<file path="src/rtl/fp_class_unit_pkg.sv">
// ---------------------------------------------------------------------------
// fp_class_unit_pkg
// Shared definitions for the single-precision decode path:
//   - op encodings for FCLASS.S, FMV.X.W and raw sign read
//   - FCLASS result bit indices (0..9)
//   - exponent all-ones constant
//   - the S1 field-flag struct and the helper that extracts it from an operand
// ---------------------------------------------------------------------------
package fp_class_unit_pkg;

   localparam logic [1:0] OP_FCLASS = 2'b00;
   localparam logic [1:0] OP_FMVXW  = 2'b01;
   localparam logic [1:0] OP_SIGN   = 2'b10;

   localparam int unsigned CLS_NEG_INF  = 0;
   localparam int unsigned CLS_NEG_NORM = 1;
   localparam int unsigned CLS_NEG_SUB  = 2;
   localparam int unsigned CLS_NEG_ZERO = 3;
   localparam int unsigned CLS_POS_ZERO = 4;
   localparam int unsigned CLS_POS_SUB  = 5;
   localparam int unsigned CLS_POS_NORM = 6;
   localparam int unsigned CLS_POS_INF  = 7;
   localparam int unsigned CLS_SNAN     = 8;
   localparam int unsigned CLS_QNAN     = 9;
   localparam int unsigned CLS_WIDTH    = 10;

   localparam logic [7:0] EXP_ONES = 8'hFF;

   typedef struct packed {
      logic sign;
      logic exp_ones;
      logic exp_zero;
      logic man_zero;
      logic man_msb;
   } fp_flags_t;

   function automatic fp_flags_t decode_fields(input logic [31:0] num);
      fp_flags_t f;
      f.sign     = num[31];
      f.exp_ones = (num[30:23] == EXP_ONES);
      f.exp_zero = (num[30:23] == 8'h00);
      f.man_zero = (num[22:0] == 23'h0);
      f.man_msb  = num[22];
      return f;
   endfunction

endpackage

</file>
<file path="src/rtl/fp_class_decode.sv">
// ---------------------------------------------------------------------------
// fp_class_decode
// Purely combinational FCLASS.S mask generation from pre-decoded fields.
// Exactly one bit of class_mask_o is set for any combination of flags that
// can come from a real operand.
// Ports:
//   sign_i        operand sign bit
//   exp_ones_i    exponent field is all ones
//   exp_zero_i    exponent field is zero
//   man_zero_i    mantissa field is zero
//   man_msb_i     mantissa bit 22 (quiet bit)
//   class_mask_o  10-bit one-hot class
// ---------------------------------------------------------------------------
module fp_class_decode
   import fp_class_unit_pkg::*;
(
   input  logic                 sign_i,
   input  logic                 exp_ones_i,
   input  logic                 exp_zero_i,
   input  logic                 man_zero_i,
   input  logic                 man_msb_i,
   output logic [CLS_WIDTH-1:0] class_mask_o
);

   always_comb begin
      class_mask_o = '0;
      if (exp_ones_i) begin
         if (man_zero_i) begin
            if (sign_i) class_mask_o[CLS_NEG_INF] = 1'b1;
            else        class_mask_o[CLS_POS_INF] = 1'b1;
         end else begin
            // NaN classes ignore the sign; the quiet bit picks q vs s.
            if (man_msb_i) class_mask_o[CLS_QNAN] = 1'b1;
            else           class_mask_o[CLS_SNAN] = 1'b1;
         end
      end else if (exp_zero_i) begin
         if (man_zero_i) begin
            if (sign_i) class_mask_o[CLS_NEG_ZERO] = 1'b1;
            else        class_mask_o[CLS_POS_ZERO] = 1'b1;
         end else begin
            if (sign_i) class_mask_o[CLS_NEG_SUB] = 1'b1;
            else        class_mask_o[CLS_POS_SUB] = 1'b1;
         end
      end else begin
         if (sign_i) class_mask_o[CLS_NEG_NORM] = 1'b1;
         else        class_mask_o[CLS_POS_NORM] = 1'b1;
      end
   end

endmodule

</file>
<file path="src/rtl/fp_class_unit.sv">
// ---------------------------------------------------------------------------
// fp_class_unit
// Two-stage pipelined decode of a single-precision operand into a 64-bit
// integer-side result: FCLASS.S, FMV.X.W or raw sign read.
// Ports:
//   in_clk      clock, rising edge
//   in_rst      synchronous active-high reset
//   in_valid    operand/op/tag valid
//   out_ready   block accepts input this cycle
//   in_num      32-bit operand
//   in_ctrl_op  00 FCLASS.S, 01 FMV.X.W, 10 sign read, 11 treated as FCLASS.S
//   in_tag      destination tag, passed through
//   out_valid   result valid
//   in_ready    downstream accepts the result
//   out_data    64-bit result
//   out_tag     tag aligned with out_data
//   out_busy    any stage holds a valid entry
//
// Handshake: a transfer happens on a rising edge where valid and ready are
// both high. out_ready depends only on in_ready and registered state, never
// on in_valid. While out_valid is high and in_ready is low, out_data and
// out_tag hold; a stage advances when the stage after it is empty or
// draining, so a full pipe can accept and emit in the same cycle.
// ---------------------------------------------------------------------------
module fp_class_unit
   import fp_class_unit_pkg::*;
(
   input  logic        in_clk,
   input  logic        in_rst,
   input  logic        in_valid,
   output logic        out_ready,
   input  logic [31:0] in_num,
   input  logic [1:0]  in_ctrl_op,
   input  logic [4:0]  in_tag,
   output logic        out_valid,
   input  logic        in_ready,
   output logic [63:0] out_data,
   output logic [4:0]  out_tag,
   output logic        out_busy
);

   // S1: operand, op, tag and decoded field flags
   logic            s1_valid_q, s1_valid_d;
   logic [31:0]     s1_num_q,   s1_num_d;
   logic [1:0]      s1_op_q,    s1_op_d;
   logic [4:0]      s1_tag_q,   s1_tag_d;
   fp_flags_t       s1_flags_q, s1_flags_d;

   // S2: formed result and tag
   logic            s2_valid_q, s2_valid_d;
   logic [63:0]     s2_data_q,  s2_data_d;
   logic [4:0]      s2_tag_q,   s2_tag_d;

   logic            adv1, adv2, take;
   logic [CLS_WIDTH-1:0] class_mask;
   logic [63:0]     result;

   fp_class_decode u_decode (
      .sign_i       (s1_flags_q.sign),
      .exp_ones_i   (s1_flags_q.exp_ones),
      .exp_zero_i   (s1_flags_q.exp_zero),
      .man_zero_i   (s1_flags_q.man_zero),
      .man_msb_i    (s1_flags_q.man_msb),
      .class_mask_o (class_mask)
   );

   // Result mux; the reserved op code falls through to FCLASS.S.
   always_comb begin
      result = {{(64 - CLS_WIDTH){1'b0}}, class_mask};
      case (s1_op_q)
         OP_FMVXW: result = {{32{s1_num_q[31]}}, s1_num_q};
         OP_SIGN:  result = {63'b0, s1_flags_q.sign};
         default:  result = {{(64 - CLS_WIDTH){1'b0}}, class_mask};
      endcase
   end

   always_comb begin
      adv2 = !s2_valid_q || in_ready;
      adv1 = !s1_valid_q || adv2;
      take = in_valid && adv1;

      s1_valid_d = s1_valid_q;
      s1_num_d   = s1_num_q;
      s1_op_d    = s1_op_q;
      s1_tag_d   = s1_tag_q;
      s1_flags_d = s1_flags_q;
      if (adv1) s1_valid_d = in_valid;
      if (take) begin
         s1_num_d   = in_num;
         s1_op_d    = in_ctrl_op;
         s1_tag_d   = in_tag;
         s1_flags_d = decode_fields(in_num);
      end

      s2_valid_d = s2_valid_q;
      s2_data_d  = s2_data_q;
      s2_tag_d   = s2_tag_q;
      // An empty S1 moving into S2 leaves a bubble, not a repeat.
      if (adv2) s2_valid_d = s1_valid_q;
      if (adv2 && s1_valid_q) begin
         s2_data_d = result;
         s2_tag_d  = s1_tag_q;
      end
   end

   always_ff @(posedge in_clk) begin
      if (in_rst) begin
         s1_valid_q <= 1'b0;
         s1_num_q   <= '0;
         s1_op_q    <= '0;
         s1_tag_q   <= '0;
         s1_flags_q <= '0;
         s2_valid_q <= 1'b0;
         s2_data_q  <= '0;
         s2_tag_q   <= '0;
      end else begin
         s1_valid_q <= s1_valid_d;
         s1_num_q   <= s1_num_d;
         s1_op_q    <= s1_op_d;
         s1_tag_q   <= s1_tag_d;
         s1_flags_q <= s1_flags_d;
         s2_valid_q <= s2_valid_d;
         s2_data_q  <= s2_data_d;
         s2_tag_q   <= s2_tag_d;
      end
   end

   assign out_ready = adv1;
   assign out_valid = s2_valid_q;
   assign out_data  = s2_data_q;
   assign out_tag   = s2_tag_q;
   assign out_busy  = s1_valid_q || s2_valid_q;

endmodule

</file>
<file path="config.mk">
export PLATFORM = sky130hd
export DESIGN_NAME = fp_class_unit
export DESIGN_NICKNAME = d
export VERILOG_FILES = /design/src/rtl/fp_class_unit_pkg.sv /design/src/rtl/fp_class_decode.sv /design/src/rtl/fp_class_unit.sv
export SDC_FILE = /design/constraint.sdc
export NUM_CORES = 1
export LEC_CHECK = 0
export ABC_AREA = 1
export ABC_CLOCK_PERIOD_IN_PS = 2900
export BUFFER_PORTS_ARGS = -buffer_cell sky130_fd_sc_hd__buf_2
export CORE_AREA = 2 2 120 122
export DETAILED_ROUTE_END_ITERATION = 8
export DIE_AREA = 0 0 122 124
export GPL_ROUTABILITY_DRIVEN = 0
export GPL_TIMING_DRIVEN = 0
export HOLD_SLACK_MARGIN = 0.08
export PLACE_DENSITY = 0.5
export SLEW_MARGIN = 20
export SYNTH_ARGS = -nofsm -noshare
export SYNTH_HDL_FRONTEND = slang
export SYNTH_SLANG_ARGS = --single-unit
</file>
<file path="constraint.sdc">
create_clock -name in_clk -period 2.9 [get_ports in_clk]
set_clock_uncertainty 0.15 [all_clocks]
set_input_delay 0.145 -clock in_clk [delete_from_list [all_inputs] [get_ports in_clk]]
set_output_delay 0.145 -clock in_clk [all_outputs]
set_load 0.005 [all_outputs]
</file>
==> qor.yml, run 1 <==
ys_ff_latch: 81
vdd_drop_max_mv: 0.380
hold_depth: 5
cp_max_fo: 10
synth_top_area_cell: "dfxtp_1"
grt_pass1_wl_um: 15700
grt_max_degree: 35
dieHeight_um: 124
dr.pass1.iters: 5
io_buffers: 113
worstHoldStart: "in_valid"
cts_buffer_depth: 2
worst_slew_pin_slew_ps: 973
dp.cells: 736
die_w_um: 122
ys_top_cells_by_area: "dfxtp_1, nor2_1, o21ai_0"
synth_nets: 488
cts_root_buf: "clkbuf_16"
clk_pin_slew_ps: 60
htree_levels: 3
rows: 43
max-cap-violations: 0
start_kind: "primary input"
finalHoldViolations: 0
vias: 3404
synthXorXnorAreaFrac: 0
netlist_area_um2: 3390
power_leakage_nw: 2.30
post_cts_resized: 0
crit_path_end: "s1_num_q[23]$_SDFFE_PP0P_"
setup-violations-final: 0
p_total_mw: 2.80
nNetsFinal: 655
holdWs_ps: 172
status: "finished clean"
nFillCells: 1465
synth_common_cells: "nor2_1, dfxtp_1, o21ai_0"
wire_per_inst_um: 12.6
drc: 0
min_period_ps: 1980
ys_warn_count: 0
synth_compound_area_frac: 0.163
synth_top_family_by_area: "simple AND/OR/NAND/NOR gates"
fmax_mhz: 504
ff_latch_area_um2: 1620
cp-end-kind: "flip-flop"
ant_nets: 0
synth.top_cell.area_share: 0.479
cts.sink_count: 81
synth.distinct_cells: 25
grt_pass1_vias: 3220
dieArea_um2: 15100
cp.arrival_ps: 2110
r2r_slack_ps: 1040
cts_buffers: 9
postSynthAreaPerCell_um2: 7.64
synthCells: 443
drtIter0Drc: 139
crit_start: "in_ready"
boundaryPins: 115
wl_um: 9990
timing.final.max_slew_violations: 0
hold_path_class: "primary input to flip-flop"
setup_tns_ps: 0
areaGrowthSynthToFinish_pct: 46.0
period_share: 0.684
tritoncts: "yes"
synthAdderAreaFrac: 0.00739
start_util: 0.247
antenna_found_initial: 0
n_antenna_cell: 0
grt_usage: 0.134
synth-seq-area-share: 0.479
cp_data_required_time_ps: 3020
yosys.area_share.simple: 0.220
core_area_um2: 13700
p_per_area_nw_per_um2: 566
reg2reg_depth: 6
hpwl_um: 7370
clk_latency_ps: 330
gr-total-overflow: 0
rsz0062_at_grt: "no"
yosysMostFrequentCell: "nor2_1"
drive_gt1_frac: 0.299
vias_per_cell: 4.28
muxShareOfSynthArea: 0
ys.flop_type: "dfxtp_1"
worstReg2RegEnd: "s1_num_q[23]$_SDFFE_PP0P_"
max_slew_margin: 0.351
synth_edf_count: 0
r2r-start: "s1_valid_q$_SDFFE_PP0P_"
multi_input_area_um2: 1320
fin_cells: 795
async_flop_share: 0
criticalPathCategory: "primary input to flip-flop"
-- per-stage QoR --
step | cell area, um^2 | setup slack, ps | utilization
after floorplan | 3390 | 1450 | -
after global placement | 4180 | 1300 | 0.304
after detailed placement | 4180 | 1270 | 0.304
after CTS | 4940 | 934 | 0.360
after global routing | 4940 | 812 | 0.360
final | 4940 | 917 | 0.360
-- layout by cell type, fill, tap and decap left out, drive strengths merged --
cell type / netlist / layout
a21oi: 48 / 48
a31oi: 2 / 2
a32oi: 2 / 2
buf: 52 / 165
bufinv: 0 / 3
clkbuf: 7 / 18
clkinv: 0 / 2
dfxtp: 81 / 81
dlygate4sd3: 0 / 43
ha: 2 / 2
inv: 15 / 15
nand2: 41 / 41
nand3: 28 / 28
nand4: 4 / 4
nor2: 104 / 104
nor3: 1 / 1
o211a: 1 / 1
o21ai: 54 / 54
or2: 1 / 1
-- cell type report --
cell class              instances  share of cell area
flip-flops and latches         81               0.328
multi-input cells             288               0.267
repair buffers                156               0.201
plain buffers                  59              0.0782
clock buffers                  11              0.0471
well taps                     180              0.0456
clock inverters                 5              0.0210
inverters                      15              0.0119
-- kinds of logic (layout without fill, tap and decap cells) --
logic type / after synthesis / count (layout)
AND/OR/NAND/NOR: 179 / 179
AO/OA/AOI/OAI: 107 / 107
flip-flops: 81 / 81
buffers and inverters: 74 / 246
adder cells (fa/ha/maj): 2 / 2
-- state kept, by name (all words and copies together), names as in the netlist --
signal / count
out_data: 32
s1_num_q: 32
out_tag: 5
s1_tag_q: 5
s1_flags_q: 3
s1_op_q: 2
out_valid: 1
s1_valid_q: 1
-- routing by layer --
metal | GRT usage | vias up | routed length [um]
li1 | - | 1763 | -
met1 | 0.162 | 1514 | 4550
met2 | 0.238 | 115 | 4700
met3 | 0.0325 | 12 | 605
met4 | 0.0359 | 0 | 134
met5 | 0 | - | 0
-- worst max-delay path: stages --
cell and delay, ps:
dlygate4sd3_1 530, buf_2 120, inv_1 90, nand3_2 120
nand2_4 130, buf_4 200, nand2_1 60, a21oi_1 140
dlygate4sd3_1 570
-- worst min path at each step --
| stage | endpoint | slack, ps |
|---|---|---|
| global placement | s1_tag_q[4]$_SDFFE_PP0P_ | 250 |
| CTS | s1_num_q[29]$_SDFFE_PP0P_ | 180 |
| floorplan | s1_num_q[23]$_SDFFE_PP0P_ | 140 |
| detailed placement | s1_tag_q[1]$_SDFFE_PP0P_ | 260 |
| global route | s1_valid_q$_SDFFE_PP0P_ | 210 |
| finish | s1_num_q[29]$_SDFFE_PP0P_ | 170 |
-- power by group --
part | leakage, nW | switching, mW | internal, mW
Combinational | 1.47 | 0.169 | 0.142
Clock | 0.164 | 0.442 | 0.842
Sequential | 0.666 | 0.0317 | 1.17
-- what timing repair did --
item,in CTS,in global routing
endpoints found under the setup margin,0,0
setup buffers,0,0
endpoints found under the hold margin,45,0
hold buffers,43,0
Note: power is estimated with default switching activity, not from simulation.
==> run 2, diff against run 1 <==
--- a/config.mk
+++ b/config.mk
@@ -6,7 +6,7 @@
 export NUM_CORES = 1
 export LEC_CHECK = 0
 export ABC_AREA = 1
-export ABC_CLOCK_PERIOD_IN_PS = 2900
+export ABC_CLOCK_PERIOD_IN_PS = 1800
 export BUFFER_PORTS_ARGS = -buffer_cell sky130_fd_sc_hd__buf_2
 export CORE_AREA = 2 2 120 122
 export DETAILED_ROUTE_END_ITERATION = 8
@@ -14,7 +14,7 @@
 export GPL_ROUTABILITY_DRIVEN = 0
 export GPL_TIMING_DRIVEN = 0
 export HOLD_SLACK_MARGIN = 0.08
-export PLACE_DENSITY = 0.5
+export PLACE_DENSITY = 0.51
 export SLEW_MARGIN = 20
 export SYNTH_ARGS = -nofsm -noshare
 export SYNTH_HDL_FRONTEND = slang
==> constraint.sdc (replaced) <==
create_clock -name in_clk -period 1.8 [get_ports in_clk]
set_clock_uncertainty 0.15 [all_clocks]
set_input_delay 0.09 -clock in_clk [delete_from_list [all_inputs] [get_ports in_clk]]
set_output_delay 0.09 -clock in_clk [all_outputs]
set_load 0.005 [all_outputs]
==> qor.yml, run 2 (synthesized netlist as in run 1, its figures left out) <==
criticalPathCategory: "flip-flop to flip-flop"
holdWs_ps: 123
fmax_mhz: 630
finalHoldViolations: 0
grt_usage: 0.129
mostFrequentLayoutCells: "buf_2, nor2_1, dfxtp_1, o21ai_0, a21oi_1"
fin_cells: 793
vdd_drop_max_mv: 0.457
rsz0062_at_grt: "no"
slowest_delay_ps: 380
drc: 0
dp.cells: 736
start_kind: "flip-flop"
drtIter0Drc: 181
dieHeight_um: 124
setup-violations-final: 0
dr.pass1.iters: 4
dieArea_um2: 15100
cts_root_buf: "clkbuf_16"
clk_latency_ps: 330
cts_buffer_depth: 2
crit_path_cell_trace: "inv_1 > ha_1 > buf_4 > buf_1 > nand3_1 > a21oi_1"
cts_buffers: 9
drive_gt1_frac: 0.307
wl_um: 9830
max_slew_margin: 0.648
die_w_um: 122
nNetsFinal: 653
wire_per_inst_um: 12.4
core_area_um2: 13700
cts.sink_count: 81
timing.final.max_slew_violations: 0
period_share: 0.882
n_antenna_cell: 0
io_buffers: 113
max-cap-violations: 0
final_common_cell: "buf_2"
cp_num_buf_inv: 3
grt_pass1_vias: 3070
clk_pin_slew_ps: 70
htree_levels: 3
antenna_found_initial: 0
areaGrowthSynthToFinish_pct: 44.9
ant_nets: 0
cp-end-kind: "flip-flop"
p_per_area_nw_per_um2: 877
hold_path_class: "primary input to flip-flop"
grt_max_degree: 35
setup_tns_ps: 0
vias_per_cell: 4.22
cp_data_required_time_ps: 1910
cts_setup_buffers: 0
boundaryPins: 115
hpwl_um: 7380
start_util: 0.247
rows: 43
worst_slew_pin_slew_ps: 527
vias: 3344
power_leakage_nw: 2.28
gr-total-overflow: 0
tritoncts: "yes"
critPathTopFamily: "buffers and inverters"
grt_pass1_wl_um: 15000
cp.arrival_ps: 1700
status: "finished clean"
cp_max_fo: 10
slowest_stage: "buf_1"
min_period_ps: 1590
-- run 2: area by class of cell --
type | count | area [um^2]
clock inverters | 6 | 75.1
plain buffers | 59 | 387
fillers | 1481 | 8810
inverters | 15 | 58.8
flip-flops and latches | 81 | 1620
well taps | 180 | 225
multi-input cells | 288 | 1320
repair buffers | 154 | 976
clock buffers | 10 | 239
-- run 2: routing by layer --
| metal | up-vias | routed length, um | GRT usage |
|---|---|---|---|
| li1 | 1756 | - | - |
| met1 | 1485 | 4540 | 0.156 |
| met2 | 101 | 4650 | 0.231 |
| met3 | 2 | 620 | 0.0348 |
| met4 | 0 | 26 | 0.0216 |
| met5 | - | 0 | 0 |
-- run 2: worst paths after layout --
kind                        startpoint  cells past startpoint                        end  slack, ps
max            s1_op_q[1]$_SDFFE_PP0P_                      6  out_data[15]$_SDFFE_PP0P_        210
min                           in_valid                      5  s1_num_q[30]$_SDFFE_PP0P_        120
max reg2reg    s1_op_q[1]$_SDFFE_PP0P_                      6  out_data[15]$_SDFFE_PP0P_        210
min reg2reg  out_data[13]$_SDFFE_PP0P_                      2  out_data[13]$_SDFFE_PP0P_        310
-- run 2: power by group --
part / total [mW] / internal [mW] / switching, mW
logic: 0.496 / 0.226 / 0.270
registers: 1.94 / 1.89 / 0.0521
clock network: 1.86 / 1.13 / 0.733
-- run 2: metrics by stage --
| stage | cell area (um^2) | setup WS, ps | power (mW) | util |
|---|---|---|---|---|
| global placement | 4180 | 199 | 2.40 | 0.304 |
| floorplan | 3390 | 348 | 2.22 | - |
| finish | 4900 | 212 | 4.30 | 0.358 |
| detailed placement | 4180 | 159 | 2.41 | 0.304 |
| CTS | 4900 | 137 | 4.35 | 0.357 |
| global route | 4900 | 51.2 | 4.50 | 0.358 |
-- run 2: timing repair --
| action | 4_1_cts | 5_1_grt |
|---|---|---|
| endpoints found under the hold margin | 46 | 0 |
| gates resized for setup | 1 | 1 |
| setup endpoints to repair | 33 | 1 |
| hold buffers | 41 | 0 |
-- run 2: worst min-delay path: stages --
cell	delay [ps]
buf_2	100
nand2_4	80
inv_4	110
o21ai_0	80
a21oi_1	110
